$ cat src/rtl/hdmi_audio_scheduler_pkg.sv
// Shared types, default rate constants and sizing helpers for the HDMI audio scheduler.
package hdmi_audio_scheduler_pkg;

    typedef enum logic {
        ST_PREFILL = 1'b0,
        ST_RUN     = 1'b1
    } state_t;

    localparam int unsigned DEF_CLK_HZ     = 31488000;
    localparam int unsigned DEF_SAMPLE_HZ  = 48000;
    localparam int unsigned DEF_WIDTH      = 16;
    localparam int unsigned DEF_FIFO_DEPTH = 8;
    localparam int unsigned DEF_PREFILL    = 4;

    // Occupancy counter width: must hold the value DEPTH itself.
    function automatic int unsigned level_w(input int unsigned depth);
        return $clog2(depth) + 1;
    endfunction

endpackage

$ cat src/rtl/hdmi_audio_scheduler_sync_fifo.sv
// Single-clock FIFO with occupancy counter; push is ignored when full, pop when empty.
module sync_fifo
    import hdmi_audio_scheduler_pkg::*;
#(
    parameter int unsigned W     = 32,
    parameter int unsigned DEPTH = 8
) (
    input  logic                       clk,
    input  logic                       reset,
    input  logic                       i_push,
    input  logic [W-1:0]               i_data,
    input  logic                       i_pop,
    output logic [W-1:0]               o_data,
    output logic                       o_full,
    output logic                       o_empty,
    output logic [level_w(DEPTH)-1:0]  o_level
);

    localparam int unsigned AW = $clog2(DEPTH);
    localparam int unsigned LW = level_w(DEPTH);

    logic [W-1:0]  r_mem [DEPTH];
    logic [AW-1:0] r_wr_ptr;
    logic [AW-1:0] r_rd_ptr;
    logic [LW-1:0] r_level;
    logic          w_push_ok;
    logic          w_pop_ok;

    assign o_full    = (r_level == LW'(DEPTH));
    assign o_empty   = (r_level == '0);
    assign o_level   = r_level;
    assign o_data    = r_mem[r_rd_ptr];
    assign w_push_ok = i_push & ~o_full;
    assign w_pop_ok  = i_pop & ~o_empty;

    // Storage carries no reset; only pointers and the level define validity.
    always_ff @(posedge clk) begin
        if (w_push_ok) begin
            r_mem[r_wr_ptr] <= i_data;
        end
    end

    always_ff @(posedge clk) begin
        if (reset) begin
            r_wr_ptr <= '0;
            r_rd_ptr <= '0;
            r_level  <= '0;
        end else begin
            if (w_push_ok) begin
                r_wr_ptr <= r_wr_ptr + 1'b1;
            end
            if (w_pop_ok) begin
                r_rd_ptr <= r_rd_ptr + 1'b1;
            end
            case ({w_push_ok, w_pop_ok})
                2'b10:   r_level <= r_level + 1'b1;
                2'b01:   r_level <= r_level - 1'b1;
                default: r_level <= r_level;
            endcase
        end
    end

endmodule

$ cat src/rtl/hdmi_audio_scheduler.sv
// Paces buffered stereo samples onto the HDMI audio port at SAMPLE_HZ, deriving a
// 50% duty clk_audio from the pixel clock with a drift-free fractional accumulator.
module hdmi_audio_scheduler
    import hdmi_audio_scheduler_pkg::*;
#(
    parameter int unsigned CLK_HZ     = DEF_CLK_HZ,
    parameter int unsigned SAMPLE_HZ  = DEF_SAMPLE_HZ,
    parameter int unsigned WIDTH      = DEF_WIDTH,
    parameter int unsigned FIFO_DEPTH = DEF_FIFO_DEPTH,
    parameter int unsigned PREFILL    = DEF_PREFILL
) (
    input  logic                               clk,
    input  logic                               reset,
    input  logic [WIDTH-1:0]                   in_l,
    input  logic [WIDTH-1:0]                   in_r,
    input  logic                               in_valid,
    output logic                               in_ready,
    input  logic                               mute,
    output logic                               clk_audio,
    output logic [WIDTH-1:0]                   audio_l,
    output logic [WIDTH-1:0]                   audio_r,
    output logic                               sample_tick,
    output logic                               underrun,
    output logic [level_w(FIFO_DEPTH)-1:0]     fifo_level,
    output state_t                             dbg_state
);

    localparam int unsigned LW    = level_w(FIFO_DEPTH);
    localparam logic [32:0] INC   = 33'(2 * SAMPLE_HZ);
    localparam logic [32:0] CLK33 = 33'(CLK_HZ);

    if (CLK_HZ <= 2 * SAMPLE_HZ) begin : g_bad_rate
        $error("hdmi_audio_scheduler: CLK_HZ must exceed 2*SAMPLE_HZ");
    end
    if ((FIFO_DEPTH < 2) || ((FIFO_DEPTH & (FIFO_DEPTH - 1)) != 0)) begin : g_bad_depth
        $error("hdmi_audio_scheduler: FIFO_DEPTH must be a power of 2 and >= 2");
    end
    if ((PREFILL < 1) || (PREFILL > FIFO_DEPTH)) begin : g_bad_prefill
        $error("hdmi_audio_scheduler: PREFILL must be in 1..FIFO_DEPTH");
    end

    logic [31:0]        r_acc;
    logic               r_clk_audio;
    logic [WIDTH-1:0]   r_audio_l;
    logic [WIDTH-1:0]   r_audio_r;
    logic               r_sample_tick;
    logic               r_underrun;
    state_t             r_state;

    logic [32:0]        w_sum;
    logic [31:0]        w_acc_next;
    logic               w_half;
    logic               w_slot;
    state_t             w_state_next;
    logic               w_push;
    logic               w_pop;
    logic               w_underrun;
    logic               w_fifo_full;
    logic               w_fifo_empty;
    logic [LW-1:0]      w_level;
    logic [2*WIDTH-1:0] w_fifo_rdata;

    // Phase accumulator: each wrap past CLK_HZ is one half-period of clk_audio.
    assign w_sum      = {1'b0, r_acc} + INC;
    assign w_half     = (w_sum >= CLK33);
    assign w_acc_next = w_half ? 32'(w_sum - CLK33) : 32'(w_sum);
    // Samples move on the falling edge so they are settled half a period before the encoder latches.
    assign w_slot     = w_half & r_clk_audio;

    always_ff @(posedge clk) begin
        if (reset) begin
            r_acc       <= '0;
            r_clk_audio <= 1'b0;
        end else begin
            r_acc <= w_acc_next;
            if (w_half) begin
                r_clk_audio <= ~r_clk_audio;
            end
        end
    end

    // Producer handshake: a pair transfers on any clk where in_valid and in_ready are both high;
    // in_valid may assert freely, in_ready depends only on FIFO fullness and reset.
    assign in_ready = ~w_fifo_full & ~reset;
    assign w_push   = in_valid & in_ready;

    sync_fifo #(
        .W     (2 * WIDTH),
        .DEPTH (FIFO_DEPTH)
    ) u_fifo (
        .clk     (clk),
        .reset   (reset),
        .i_push  (w_push),
        .i_data  ({in_l, in_r}),
        .i_pop   (w_pop),
        .o_data  (w_fifo_rdata),
        .o_full  (w_fifo_full),
        .o_empty (w_fifo_empty),
        .o_level (w_level)
    );

    always_ff @(posedge clk) begin
        if (reset) begin
            r_state <= ST_PREFILL;
        end else begin
            r_state <= w_state_next;
        end
    end

    always_comb begin
        w_state_next = r_state;
        case (r_state)
            ST_PREFILL: begin
                if (w_level >= LW'(PREFILL)) begin
                    w_state_next = ST_RUN;
                end
            end
            ST_RUN: begin
                if (w_slot && w_fifo_empty) begin
                    w_state_next = ST_PREFILL;
                end
            end
            default: w_state_next = ST_PREFILL;
        endcase
    end

    // A pair pushed into an empty FIFO during a slot is not visible to that slot's pop.
    always_comb begin
        w_pop      = 1'b0;
        w_underrun = 1'b0;
        if ((r_state == ST_RUN) && w_slot) begin
            if (!w_fifo_empty) begin
                w_pop = 1'b1;
            end else begin
                w_underrun = 1'b1;
            end
        end
    end

    always_ff @(posedge clk) begin
        if (reset) begin
            r_audio_l     <= '0;
            r_audio_r     <= '0;
            r_sample_tick <= 1'b0;
            r_underrun    <= 1'b0;
        end else begin
            r_sample_tick <= w_slot;
            r_underrun    <= w_underrun;
            if (w_pop) begin
                r_audio_l <= mute ? '0 : w_fifo_rdata[2*WIDTH-1:WIDTH];
                r_audio_r <= mute ? '0 : w_fifo_rdata[WIDTH-1:0];
            end
        end
    end

    assign clk_audio   = r_clk_audio;
    assign audio_l     = r_audio_l;
    assign audio_r     = r_audio_r;
    assign sample_tick = r_sample_tick;
    assign underrun    = r_underrun;
    assign fifo_level  = w_level;
    assign dbg_state   = r_state;

endmodule
$ cat config.mk
export PLATFORM = sky130hd
export DESIGN_NAME = hdmi_audio_scheduler
export DESIGN_NICKNAME = d
export VERILOG_FILES = /design/src/rtl/hdmi_audio_scheduler_pkg.sv /design/src/rtl/hdmi_audio_scheduler_sync_fifo.sv /design/src/rtl/hdmi_audio_scheduler.sv
export SDC_FILE = /design/constraint.sdc
export NUM_CORES = 1
export LEC_CHECK = 0
export BUFFER_PORTS_ARGS = -buffer_cell sky130_fd_sc_hd__buf_2
export CAP_MARGIN = 0
export CELL_PAD_IN_SITES_DETAIL_PLACEMENT = 1
export CELL_PAD_IN_SITES_GLOBAL_PLACEMENT = 1
export CORE_MARGIN = 5
export CORE_UTILIZATION = 40
export DETAILED_ROUTE_END_ITERATION = 6
export GPL_ROUTABILITY_DRIVEN = 0
export HOLD_SLACK_MARGIN = 0.08
export PLACE_DENSITY = 0.65
export REMOVE_ABC_BUFFERS = 1
export SLEW_MARGIN = 20
export SYNTH_ARGS = -nofsm -noshare
export SYNTH_HDL_FRONTEND = slang
export SYNTH_SLANG_ARGS = --single-unit
$ cat constraint.sdc
create_clock -name clk -period 4.73 [get_ports clk]
set_input_delay 0 -clock clk [delete_from_list [all_inputs] [get_ports clk]]
set_output_delay 0 -clock clk [all_outputs]
set_load 0.02 [all_outputs]
; ---- Word level (Yosys, flattened, before mapping)
; Memory sizes are Yosys's and may differ from the RTL's. A register that Yosys moved wholly into a read port is not among the register bits.
; Index checks and enable logic that the tools add are counted.
[word_totals]
output_inout_bits = 41
mem_count = 1
input_bits = 36
ram_bits = 256
word_cells = 52
regBits = 78
[classes]
add_sub_neg = 6
mux = 14
reduce_logical = 5
magnitude_cmp = 2
bitwise_logic = 11
n_eq_ne = 3
[memory_table]
columns = name, depth, width, read_ports, rd_ports_with_merged_regs, wr, line
row1 = u_fifo.r_mem, 8, 32, 1, 1, 1, hdmi_audio_scheduler_sync_fifo.sv:22  ; logic [W-1:0] r_mem [DEPTH];
[op_table]
columns = op, count
row1 = $add 32x17->33 const B, 1
row2 = $ge 33x25->1 const B, 1
row3 = $mux 16, 2
row4 = $mux 32, 1
row5 = $sub 32x25->32 const B, 1
row6 = $pmux 4 s2, 1
row7 = $mux 1, 7
row8 = $add 3x1->3 const B, 2
row9 = $mux 3, 2
row10 = $not 1->1, 6
row11 = $and 1x1->1, 5
row12 = $add 4x1->4 const B, 1
row13 = $eq 4x4->1 const B, 1
row14 = $ge 4x3->1 const B, 1
row15 = $logic_not 4->1, 1
row16 = $sub 4x1->4 const B, 1
row17 = $eq 2x1->1 const B, 1
row18 = $eq 2x2->1 const B, 1
row19 = $logic_and 1x1->1, 2
row20 = $pmux 1 s2, 1
row21 = $reduce_bool 2->1, 1
row22 = $reduce_or 2->1, 1

; ---- Depth between registers and ports, before layout
; Gate-level depths: netlist of the first run.
[depth]
depth_word = 8
ltp_mapped = 23
mapped_depth_nobuf = 19

; ---- Cells and area by module
; A second synthesis of the first run with hierarchy kept.
[unflattened]
cells_unflattened = 912
area_unflattened_um2 = 14400.1
[by_module_without_submodules]
columns = mod, area_each_um2, seq_area_each_um2, n_inst, cells_per_inst
row1 = sync_fifo, 10542.6, 7947.6, 1, 444
row2 = hdmi_audio_scheduler, 3857.4, 1201.2, 1, 468

; ---- Worst setup path before layout of the first run
; OpenSTA, ideal clock, no wires.
[synth_timing]
path_type = register to register
startpoint = register r_acc[8]
endpoint = register u_fifo.r_level[2], in the netlist u_fifo.o_level[2]
arrival_time_ns = 4.449
t_required_ns = 4.660
setup_slack_ns = 0.211
setup_ns = 0.070
period_less_slack_ns = 4.519
n_path_buf = 4
stages_incl_launch_ff = 24
path_cell_list = dfxtp_1 -> clkbuf_1 -> inv_1 -> ha_1 -> nor2b_1 -> nor2_1 -> xnor2_1 -> ha_1 -> nor4b_1 -> a31o_2 -> o21bai_1 -> o41a_2 -> nor2_1 -> buf_6 -> buf_6 -> clkbuf_1 -> nor2_1 -> ha_1 -> xor2_1 -> ha_1 -> a21oi_1 -> xor2_1 -> or3_1 -> a21oi_1
[synth_between]
elab_chain_len = 8
elab_cells_between_ends = 10
cone_classes = 1 x add/sub / 1 x order compare / 2 x eq/ne / 2 x mux / 2 x bitwise / 2 x reduce/logical
[synth_rtl]
columns = item, line
row1 = from (decl), hdmi_audio_scheduler.sv:42  ; logic [31:0] r_acc;
row2 = from (signal assigned), hdmi_audio_scheduler.sv:75  ; r_acc <= w_acc_next;
row3 = $add 32x17->33 *, hdmi_audio_scheduler.sv:64  ; assign w_sum = {1'b0, r_acc} + INC;
row4 = $ge 33x25->1 *, hdmi_audio_scheduler.sv:65  ; assign w_half = (w_sum >= CLK33);
row5 = $and 1x1->1 *, hdmi_audio_scheduler.sv:68  ; assign w_slot = w_half & r_clk_audio;
row6 = $logic_and 1x1->1 *, hdmi_audio_scheduler.sv:131  ; if ((r_state == ST_RUN) && w_slot) begin
row7 = $mux 1 *, hdmi_audio_scheduler.sv:131
row8 = via u_fifo.i_pop, hdmi_audio_scheduler_sync_fifo.sv:12  ; input logic i_pop,
row9 = $and 1x1->1 *, hdmi_audio_scheduler_sync_fifo.sv:34  ; assign w_pop_ok = i_pop & ~o_empty;
row10 = $eq 2x1->1 or $eq 2x2->1 (tied branches), hdmi_audio_scheduler_sync_fifo.sv:55  ; case ({w_push_ok, w_pop_ok})
row11 = $pmux 4 s2 or $reduce_bool 2->1 (tied branches), --
row12 = to (signal assigned), hdmi_audio_scheduler_sync_fifo.sv:56  ; 2'b10: r_level <= r_level + 1'b1;
row13 = to (signal assigned), hdmi_audio_scheduler_sync_fifo.sv:57  ; 2'b01: r_level <= r_level - 1'b1;
row14 = to (signal assigned), hdmi_audio_scheduler_sync_fifo.sv:58  ; default: r_level <= r_level;
row15 = to (decl), hdmi_audio_scheduler_sync_fifo.sv:25  ; logic [LW-1:0] r_level;
; The timed path passes the listed nets; every way through them passes the cells marked *.
; A chain may end at the register's enable or synchronous reset.

; ---- Final worst setup path of the first run
; Ends and elaborated chain as after synthesis.

==> results of run 1 <==
critical path, stage by stage, from the launching register on:
cell and delay, ps:
dfxtp_1 390, inv_1 120, ha_1 230, nor2b_1 390
nor2_1 150, xnor2_1 170, ha_1 240, nor4b_1 150
a31o_2 310, o21bai_1 160, o41a_2 490, nor2_4 120
nor2_1 70, ha_1 240, xor2_1 160, ha_1 190
a21oi_1 140, xor2_1 100, or3_1 310, a21oi_1 140
power groups by stage:
stage	clock (W)	sequential, W	combinational [W]
after floorplan	0	0.00338	0.000668
after global placement	0	0.00340	0.000988
final	0.00273	0.00335	0.00103
after global routing	0.00294	0.00336	0.00114
after detailed placement	0	0.00341	0.00101
after CTS	0.00280	0.00335	0.00104
path summary, 6_finish.rpt:
path / start / slack, ps / cells past startpoint / to
setup / recovery: r_acc[8] / 380 / 19 / u_fifo.o_level[2]
hold reg to reg: audio_l[0] / 470 / 2 / audio_l[0]
setup reg to reg: r_acc[8] / 380 / 19 / u_fifo.o_level[2]
hold / removal: in_l[4] / 290 / 2 / u_fifo.r_mem[4][20]
state kept, by name, summed over array words and instances, names as in the netlist, 3 cells and up, named ones only:
register,cells
u_fifo.o_level,4
u_fifo.r_rd_ptr,3
audio_r,16
r_acc,24
u_fifo.r_mem,256
u_fifo.r_wr_ptr,3
audio_l,16
cell usage in the layout (no fill, tap or decap), types with 4 or more instances in the layout:
| master | Yosys | layout |
|---|---|---|
| a21oi_1 | 53 | 53 |
| a31oi_1 | 5 | 5 |
| buf_2 | 5 | 76 |
| buf_4 | 1 | 17 |
| clkbuf_1 | 37 | 11 |
| clkbuf_16 | 0 | 37 |
| clkinv_1 | 0 | 7 |
| dfxtp_1 | 73 | 70 |
| dlygate4sd3_1 | 0 | 34 |
| edfxtp_1 | 256 | 256 |
| ha_1 | 8 | 8 |
| inv_1 | 7 | 7 |
| mux2i_1 | 35 | 35 |
| mux4_2 | 64 | 64 |
| nand2_1 | 29 | 29 |
| nand2b_1 | 7 | 7 |
| nand3_1 | 8 | 7 |
| nor2_1 | 49 | 42 |
| nor2_4 | 0 | 7 |
| nor2b_1 | 4 | 4 |
| nor3_1 | 13 | 11 |
| nor4_1 | 6 | 6 |
| o211ai_1 | 4 | 4 |
| o21ai_0 | 53 | 53 |
| o31ai_1 | 4 | 4 |
| or2_2 | 4 | 4 |
| or3_1 | 12 | 12 |
| or4_1 | 36 | 36 |
| xnor2_1 | 12 | 12 |
| xor2_1 | 20 | 20 |
cell type report:
type	instances	area [um^2]	share of cell area
Clock buffer	50	995	0.0624
Sequential cell	329	9160	0.574
Multi-Input combinational cell	479	4200	0.263
Clock inverter	16	156	0.00981
Timing Repair Buffer	127	848	0.0532
Tap cell	448	561	0.0352
Inverter	7	26.3	0.00165
Antenna cell	1	2.50	0.000157
logic make-up (layout without fill, tap and decap cells):
kind of cell / Yosys count / in the layout / share of synthesized area
flops: 329 / 329 / 0.675
other cells: 0 / 1 / 0
simple gates: 191 / 191 / 0.0782
mux: 102 / 102 / 0.135
compound gates: 146 / 146 / 0.0640
xor+xnor: 32 / 32 / 0.0207
buf+inv: 62 / 200 / 0.0201
fa+ha+maj: 8 / 8 / 0.00739
stage by stage:
stage | setup TNS, ps | std cells
2_1_floorplan | -3340 | 815
3_3_place_gp | 0 | 1356
3_5_place_dp | 0 | 1356
4_1_cts | 0 | 1456
5_1_grt | 0 | 1457
6_report | 0 | 1457
metal layers:
metal,track usage,vias up,share of wire
met5,0,-,0
met4,0.0362,0,0.017
met3,0.0247,44,0.033
met2,0.291,117,0.51
met1,0.222,4187,0.44
li1,-,3664,-
==> impl_metrics.json, run 1 <==
{
  "outcome": "finished, final reports clean",
  "power_frac_comb": 0.145,
  "drt-total-wl_um": 32000,
  "track_usage": 0.166,
  "pre_cts_slack_ps": 417,
  "synth_cells": 870,
  "cts.clk_slew.worst_paths_ps": 60,
  "synth_ff_type": "edfxtp_1",
  "grt_max_degree": 74,
  "hpwl_um": 18400,
  "maxCapViolations": 0,
  "ys_warn_count": 0,
  "worst_clock_skew_ps": 18.2,
  "yosysMostFrequentCell": "edfxtp_1",
  "required_ps": 5160,
  "hold_slack_ps": 290,
  "core_mm2": 0.0335,
  "utilization": 0.475,
  "finalPower_w": 0.00710,
  "slew_violations": 0,
  "synth-edff-count": 256,
  "rsz0062_at_grt": "no",
  "max_freq_ghz": 0.230,
  "cts_tree": "done",
  "synth_top_area_frac": 0.567,
  "worst_setup_path_end_kind": "flip-flop",
  "nFillCells": 3330,
  "clockBufferDepth": 3,
  "dpl_cell_area_mm2": 0.0145,
  "avgViaCountPerCell": 5.50,
  "postCtsSetupBuffers": 0,
  "antenna_found_initial": 1,
  "holdBufCountCts": 34,
  "cts_made_buffers": 36,
  "p_int_w": 0.00522,
  "nets": 1024,
  "wire_per_inst_um": 22.0,
  "clkSinkCount": 329,
  "cts.repair.resized": 0,
  "cts-root-buf": "clkbuf_16",
  "hold_path_class": "input port to flip-flop",
  "pwr_density_cell_mw_per_mm2": 445,
  "htreeDepth": 2,
  "slew_headroom": 0.395,
  "layout-drive-gt1-share": 0.233,
  "clock_power_share": 0.384,
  "ir_worst_vdd_v": 0.000313,
  "setup_violations": 0,
  "seq_power_share": 0.471,
  "fin_ws_ps": 375,
  "drt_first_iter_violations": 417,
  "grt_pass1_vias": 8488,
  "fin_crit_sh": 0.921,
  "finalInstanceArea_mm2": 0.0159,
  "ys_seq_elements": 329,
  "switching_share": 0.266,
  "crit_arrival_ps": 4790,
  "fp.dieH_um": 194,
  "yosysTopAreaCell": "edfxtp_1",
  "synthTopCellsByCount": "edfxtp_1 (256), dfxtp_1 (73), mux4_2 (64)",
  "area_delta_synth_final_pct": 17.6,
  "die-area_mm2": 0.0377,
  "period_minus_slack_ps": 4350,
  "critPathMaxFanout": 10,
  "io_pins": 77,
  "hold_viol_final": 0,
  "async_flop_share": 0,
  "clock_latency_ps": 510,
  "drc_errors": 0,
  "yosysUniqueCellTypes": 64,
  "p_switching_w": 0.00189,
  "ys_top_cells_by_area": "edfxtp_1 (57%), dfxtp_1 (11%), mux4_2 (11%), mux2i_1 (2.6%), or4_1 (2.0%)",
  "post_synth.cell_area_avg_um2": 15.6,
  "synth_seq_area_share": 0.675,
  "grt_pass1_wl_um": 49800,
  "worstMarginPinSlew_ps": 908,
  "drtAntennaViolNets": 0,
  "synth_area_mm2": 0.0136,
  "drt_first_pass_iters": 6,
  "rows": 67,
  "grt-ovfl-total": 0,
  "p_leak_nw": 5.17,
  "num_vias": 8012,
  "worstSetupPathType": "flip-flop to flip-flop",
  "crit_path_start_kind": "flip-flop",
  "initial_core_util": 0.404,
  "portBuffers": 76,
  "die_x_um": 194
}
Note: power is estimated with default switching activity, not from simulation.
==> run 2, diff against run 1 <==
BUFFER_PORTS_ARGS = not set   (was -buffer_cell sky130_fd_sc_hd__buf_2)
DONT_BUFFER_PORTS = 1   (was not set)
PLACE_DENSITY = 0.62   (was 0.65)
==> impl_metrics.json, run 2 (same netlist as run 1, synthesis figures left out) <==
{
  "grt_max_degree": 77,
  "max_freq_ghz": 0.228,
  "wire_per_inst_um": 23.0,
  "rows": 67,
  "layout_common_cells": "edfxtp_1 (256), dfxtp_1 (70), mux4_2 (64)",
  "largest_reg_flops": 256,
  "fp.dieH_um": 194,
  "cts_made_buffers": 38,
  "antenna_found_initial": 1,
  "maxCapViolations": 0,
  "dpl_cell_area_mm2": 0.0141,
  "num_antenna_cells": 0,
  "crit_path_start_kind": "flip-flop",
  "area_delta_synth_final_pct": 16.3,
  "rsz0062_at_grt": "yes",
  "crit_arrival_ps": 4790,
  "cts.clk_slew.worst_paths_ps": 60,
  "cts-root-buf": "clkbuf_16",
  "pre_cts_slack_ps": 426,
  "period_minus_slack_ps": 4390,
  "outcome": "finished, final reports clean",
  "drtAntennaViolNets": 0,
  "critPathMaxFanout": 73,
  "mostFrequentLayoutCell": "edfxtp_1",
  "top_register": "u_fifo.r_mem",
  "p_leak_nw": 4.91,
  "setup_violations": 0,
  "multi_input_area_mm2": 0.00421,
  "hold_viol_final": 0,
  "portBuffers": 0,
  "worstSetupPathType": "flip-flop to flip-flop",
  "drt-total-wl_um": 32000,
  "worst_clock_skew_ps": 16.9,
  "grt_pass1_vias": 8257,
  "io_pins": 77,
  "hold_path_class": "input port to flip-flop",
  "drc_errors": 0,
  "r2r-start": "r_acc[8]",
  "layout-drive-gt1-share": 0.183,
  "final_cells": 1392,
  "htreeDepth": 2,
  "grt-ovfl-total": 0,
  "required_ps": 5130,
  "initial_core_util": 0.404,
  "dpl.cell_count": 1282,
  "clockBufferDepth": 3,
  "drt_first_iter_violations": 399,
  "slew_headroom": 0.339,
  "slew_violations": 0,
  "num_vias": 7761,
  "nets": 958,
  "pwr_density_cell_mw_per_mm2": 461,
  "finalInstanceArea_mm2": 0.0158,
  "die_x_um": 194,
  "nFillCells": 3301,
  "cts_tree": "done",
  "hold_slack_ps": 211,
  "clock_latency_ps": 520,
  "worstMarginPinSlew_ps": 992,
  "avgViaCountPerCell": 5.58,
  "finalPower_w": 0.00727,
  "hpwl_um": 17600,
  "clkSinkCount": 329,
  "die-area_mm2": 0.0377,
  "reg2reg_to": "audio_l[12]",
  "fin_ws_ps": 345,
  "ff2ff_path_depth": 15,
  "grt_pass1_wl_um": 50300,
  "whs_path_depth": 3,
  "track_usage": 0.168,
  "crit_end": "audio_l[12]",
  "ir_worst_vdd_v": 0.000313,
  "seqCellArea_mm2": 0.00916,
  "fin_crit_sh": 0.927,
  "worst_setup_path_end_kind": "flip-flop",
  "drt_first_pass_iters": 4,
  "rrSetupSlack_ps": 340,
  "startpoint": "r_acc[8]",
  "core_mm2": 0.0335,
  "top_regs": "u_fifo.r_mem: 256 flops, r_acc: 24 flops"
}
==> run 2: changes by cell type in the layout (fill, tap and decap cells not counted), sizes merged <==
cell,change
buf,-72
bufinv,-1
clkbuf,+3
clkinvlp,+2
diode,-1
dlygate4sd3,+4
==> run 2: how the worst min path moves through the flow <==
stage / start / endpoint / slack [ps]
final: mute / audio_l[4] / 210
after global routing: mute / audio_l[4] / 210
after CTS: mute / audio_l[4] / 190
after detailed placement: reset / u_fifo.o_level[3] / 80
after global placement: reset / r_acc[31] / 80
after floorplan: reset / r_acc[8] / 70
==> run 2: power breakdown <==
| group | internal (W) | total, W | leakage (nW) | switching, W |
|---|---|---|---|---|
| Sequential | 0.00322 | 0.00337 | 2.91 | 0.000152 |
| Clock | 0.00173 | 0.00289 | 0.606 | 0.00116 |
| Combinational | 0.000359 | 0.00101 | 1.39 | 0.000656 |
==> run 2: layer usage <==
metal | up-vias | wire length, um | global-route usage
li1 | 3538 | - | -
met1 | 4055 | 14900 | 0.236
met2 | 117 | 15400 | 0.276
met4 | 2 | 583 | 0.0388
met3 | 49 | 1120 | 0.0294
met5 | - | 11 | 0
==> run 2: cell type report <==
class,instances,area share
timing repair buffer,59,0.0364
clock buffer,53,0.0690
multi-input combinational,479,0.267
sequential,329,0.581
inverter,7,0.00167
tap,448,0.0355
clock inverter,17,0.00992
==> run 2: repair_timing <==
item / CTS / global route
hold buffers: 40 / 0
endpoints found under the hold margin: 329 / 0
buffers inserted: 0 / 0
gates resized for setup: 0 / 1
setup endpoints to repair: 0 / 3
==> run 2: critical path, stage by stage, from the launching register on <==
cell           delay [ps]
dfxtp_1               480
inv_1                 100
ha_1                  250
nor2b_1               210
nor2_1                270
xnor2_1               140
ha_1                  250
nor4b_1               160
a31o_2                300
o21bai_1              160
o41a_2                480
nor2_4                130
buf_6                 490
or4_1                 200
dlygate4sd3_1         570
a21oi_1                70
==> run 2: metrics by stage <==
| step | util | setup TNS (ps) |
|---|---|---|
| floorplan | - | -3340 |
| global placement | 0.420 | 0 |
| detailed placement | 0.420 | 0 |
| CTS | 0.470 | 0 |
| global route | 0.470 | -6.44 |
| finish | 0.470 | 0 |
